## config.mk

```make
export PLATFORM = sky130hd
export DESIGN_NAME = reg_dump_reader
export DESIGN_NICKNAME = d
export VERILOG_FILES = /design/src/rtl/reg_dump_reader.sv
export SDC_FILE = /design/constraint.sdc
export NUM_CORES = 1
export LEC_CHECK = 0
export BUFFER_PORTS_ARGS = -buffer_cell sky130_fd_sc_hd__buf_4
export CAP_MARGIN = 20
export CORE_MARGIN = 2
export CORE_UTILIZATION = 32
export CTS_BUF_LIST = sky130_fd_sc_hd__clkbuf_4 sky130_fd_sc_hd__clkbuf_8
export DETAILED_ROUTE_END_ITERATION = 16
export PLACE_DENSITY = 0.67
export SYNTH_ARGS = -nofsm -noshare
export SYNTH_HDL_FRONTEND = slang
export SYNTH_SLANG_ARGS = --single-unit
```

## constraint.sdc

```tcl
create_clock -name clock -period 3.9 [get_ports clock]
set_clock_uncertainty 0.15 [all_clocks]
set_input_delay 0.78 -clock clock [delete_from_list [all_inputs] [get_ports clock]]
set_output_delay 0.78 -clock clock [all_outputs]
set_load 0.02 [all_outputs]
```

## src/rtl/reg_dump_reader.sv

```systemverilog
// Register file dump engine: walks registers 0..NUM_REGS-1 through one read port and
// streams (index, data) beats. Define REG_DUMP_CHECKSUM_EN to append an XOR checksum beat.
module reg_dump_reader #(
  parameter int NUM_REGS = 32,
  parameter int ADDR_W   = 5,
  parameter int DATA_W   = 32
) (
  input  logic              clock,
  input  logic              reset,
  input  logic              start,
  output logic              busy,
  output logic              done,
  output logic [ADDR_W-1:0] reg_read,
  input  logic [DATA_W-1:0] read_data,
  output logic              out_valid,
  input  logic              out_ready,
  output logic [ADDR_W-1:0] out_index,
  output logic [DATA_W-1:0] out_data,
  output logic              out_last,
  output logic              out_is_csum,
  output logic [2:0]        fsm_state
);

  localparam logic [2:0] IDLE = 3'd0;
  localparam logic [2:0] LOAD = 3'd1;
  localparam logic [2:0] SEND = 3'd2;
  localparam logic [2:0] DONE = 3'd3;
`ifdef REG_DUMP_CHECKSUM_EN
  localparam logic [2:0] CSUM = 3'd4;
`endif

  localparam logic [ADDR_W-1:0] LAST_IDX = ADDR_W'(NUM_REGS - 1);

  logic [2:0]        state;
  logic [ADDR_W-1:0] idx;

  // Stream handshake: a beat transfers on any rising edge where out_valid and
  // out_ready are both high; while out_valid is high and out_ready is low the
  // beat fields (out_index, out_data, out_last, out_is_csum) do not change.
`ifdef REG_DUMP_CHECKSUM_EN
  logic [DATA_W-1:0] csum;
  logic              is_csum;
  assign out_is_csum = is_csum;
  assign out_valid   = (state == SEND) || (state == CSUM);
  assign busy        = (state == LOAD) || (state == SEND) || (state == CSUM);
`else
  assign out_is_csum = 1'b0;
  assign out_valid   = (state == SEND);
  assign busy        = (state == LOAD) || (state == SEND);
`endif

  assign done      = (state == DONE);
  assign reg_read  = (state == LOAD) ? idx : '0;
  assign fsm_state = state;

  always_ff @(posedge clock or posedge reset) begin
    if (reset) begin
      state     <= IDLE;
      idx       <= '0;
      out_index <= '0;
      out_data  <= '0;
      out_last  <= 1'b0;
`ifdef REG_DUMP_CHECKSUM_EN
      csum      <= '0;
      is_csum   <= 1'b0;
`endif
    end else begin
      case (state)
        IDLE: begin
          if (start) begin
            idx   <= '0;
            state <= LOAD;
`ifdef REG_DUMP_CHECKSUM_EN
            csum  <= '0;
`endif
          end
        end
        LOAD: begin
          out_data  <= read_data;
          out_index <= idx;
`ifdef REG_DUMP_CHECKSUM_EN
          out_last  <= 1'b0;
          csum      <= csum ^ read_data;
`else
          out_last  <= (idx == LAST_IDX);
`endif
          state     <= SEND;
        end
        SEND: begin
          if (out_ready) begin
            // idx only advances below the last index, so the read address never wraps
            if (idx < LAST_IDX) begin
              idx   <= idx + 1'b1;
              state <= LOAD;
            end else begin
`ifdef REG_DUMP_CHECKSUM_EN
              out_data  <= csum;
              out_index <= '0;
              out_last  <= 1'b1;
              is_csum   <= 1'b1;
              state     <= CSUM;
`else
              state     <= DONE;
`endif
            end
          end
        end
`ifdef REG_DUMP_CHECKSUM_EN
        CSUM: begin
          if (out_ready) begin
            is_csum <= 1'b0;
            state   <= DONE;
          end
        end
`endif
        DONE: begin
          out_last <= 1'b0;
          state    <= IDLE;
        end
        default: state <= IDLE;
      endcase
    end
  end

endmodule

```

==> impl_metrics.json <==
{
  "status": "finished clean",
  "required_ns": 2.97,
  "wl_mm": 4.00,
  "async_flop_share": 1.00,
  "crit_slowest_cell": "ha_2",
  "synth.largest_area_cell": "dfrtp_1",
  "ctsHoldBuffers": 0,
  "drive_above_1_share": 0.622,
  "cts-buffers-inserted": 5,
  "ys_seq_area_frac": 0.577,
  "setup_viol": 0,
  "slew_viol_final": 0,
  "hold_viol_final": 0,
  "cts.sinks": 45,
  "period_share": 0.676,
  "crit_path_cell_trace": "inv_1 -> ha_2 -> and2_1 -> buf_4",
  "nets": 267,
  "yosys_register_bits": 45,
  "powerDensity_nw_per_um2": 814,
  "insertion_delay_ns": 0.29,
  "vias": 1399,
  "grt_usage": 0.119,
  "dp.final_hpwl_mm": 2.85,
  "grt_pass1_vias": 1351,
  "io_pins": 86,
  "io_buffers": 83,
  "cts.repair.resized": 0,
  "yosys.area.top_type_share": 0.577,
  "ys_types": 30,
  "place_congestion": 0.756,
  "avgSynthCellArea_um2": 14.1,
  "crit_type": "reg -> out",
  "hold_slack_ns": 0.287,
  "cts_tree": "yes",
  "netlist_area_um2": 1950,
  "synth_xor_area_frac": 0,
  "worstSetupStartpointType": "flip-flop",
  "synth_adder_area_share": 0.0449,
  "synth-simple-area-share": 0.0763,
  "min_path_type": "in -> async",
  "die_y_um": 82.1,
  "maxCapViolCount": 0,
  "die_w_um": 82.1,
  "core_area_um2": 5920,
  "power_leakage_nw": 1.34,
  "rr_worst_depth": 4,
  "max_stage_delay_ns": 0.49,
  "area_delta_synth_final_pct": 41.2,
  "crit_fanout": 21,
  "num_rows": 28,
  "synth.area.top_cells": "dfrtp_1, mux2_2, ha_1, and2_1, mux2i_1",
  "synth_top_family_by_area": "multiplexers",
  "fmax_mhz": 379,
  "ys_warn_count": 0,
  "first_iter_violations": 14,
  "synth-edff-count": 0,
  "drt_pre_antenna_iters": 3,
  "grt_max_degree": 46,
  "n_fill_cell": 552,
  "rrSetupSlack_ns": 1.80,
  "final_cells": 300,
  "synthMuxAreaShare": 0.229,
  "grt_overflow_total": 0,
  "grt_pass1_wl_mm": 6.12,
  "path_clk_slew_ns": 0.09,
  "antenna_found_initial": 0,
  "fp.dieArea_um2": 6740,
  "rsz0062_at_grt": "false",
  "synth_compound_area_frac": 0.0378,
  "r2r_start": "fsm_state[1]",
  "crit_family": "adder cells",
  "finalCoreUtilization": 0.465,
  "root_buffer": "clkbuf_8",
  "synth_flop_cell": "dfrtp_1",
  "setup-tns-final_ns": 0,
  "synthesis.instances": 138,
  "vias_per_cell": 4.66,
  "endpoint_kind": "output pin",
  "cts.path.max_buffers": 2,
  "arrival_ns": 1.71,
  "ir_worst_vdd_uv": 368,
  "h-tree-depth": 2,
  "r2r-end": "out_data[10]",
  "cp.buffers_inverters": 2,
  "antenna_cells": 0,
  "yosysMostFrequentCell": "dfrtp_1",
  "min_period_ns": 2.64,
  "postCtsSetupRepairBufs": 0,
  "ant_nets": 0,
  "initial_utilization": 0.330,
  "wl_per_cell_um": 13.3,
  "drc": 0,
  "place_inst": 291,
  "synth_common_cells": "dfrtp_1, mux2_2, ha_1, inv_1, and2_1"
}
==> layer usage <==
layer  up-vias  part of all wire  wire (um)  track usage
met3         4             0.074        298       0.0359
met1       692              0.42       1660        0.138
li1        646                 -          -            -
met2        57              0.50       2000        0.208
met5         -                 0          0            0
met4         0             0.010         41       0.0433
==> worst max path at each step <==
stage,start,to,slack [ns],depth (start not counted)
final,fsm_state[1],reg_read[0],1.26,4
after global routing,fsm_state[1],reg_read[0],1.14,4
after CTS,fsm_state[1],reg_read[0],1.24,4
after detailed placement,fsm_state[1],reg_read[0],1.59,4
after global placement,fsm_state[1],reg_read[2],1.62,4
after floorplan,fsm_state[1],reg_read[0],1.57,5
==> sequential cells by signal, summed over array words and instances, names as in the netlist <==
name,flops
out_data,32
idx,5
out_index,5
fsm_state,2
out_last,1
==> final cells by class <==
| type | count | area (um^2) | share of cell area |
|---|---|---|---|
| Sequential cell | 45 | 1130 | 0.409 |
| Timing Repair Buffer | 85 | 651 | 0.236 |
| Clock buffer | 5 | 68.8 | 0.0250 |
| Inverter | 7 | 26.3 | 0.00954 |
| Clock inverter | 3 | 22.5 | 0.00817 |
| Tap cell | 75 | 93.8 | 0.0341 |
| Multi-Input combinational cell | 80 | 767 | 0.278 |
==> power by group <==
group	switching (W)	internal (W)	total (W)
Sequential	0.000120	0.000667	0.000787
Combinational	0.000586	0.000579	0.00116
Clock	0.000163	0.000127	0.000290
Total	0.000869	0.00137	0.00224
==> placed cells by master, fill, tap and decap left out, types with 2 or more instances in the layout <==
cell type  count
inv_2          2
nor3b_1        2
nand2_1        3
buf_4         84
nor3_1         2
and2_1         5
nor3_2         2
ha_1           6
conb_1         2
mux2_2        37
dfrtp_1       45
inv_1          5
nor2_1         3
clkinv_4       2
mux2i_1        3
clkbuf_8       5
==> through the flow <==
stage	instance area (um^2)	total power (W)	worst slack [ns]
floorplan	1960	0.00153	1.57
global placement	2640	0.00196	1.62
detailed placement	2640	0.00198	1.59
CTS	2740	0.00228	1.24
global route	2760	0.00240	1.14
finish	2760	0.00224	1.26
==> kinds of logic after synthesis <==
kind of cell               Yosys count
other                                1
muxes                               40
AOI/OAI and AO/OA                    8
DFF                                 45
adders and majority gates            7
and+or+nand+nor                     23
buffers and inverters               14
Note: power is estimated with default switching activity, not from simulation.
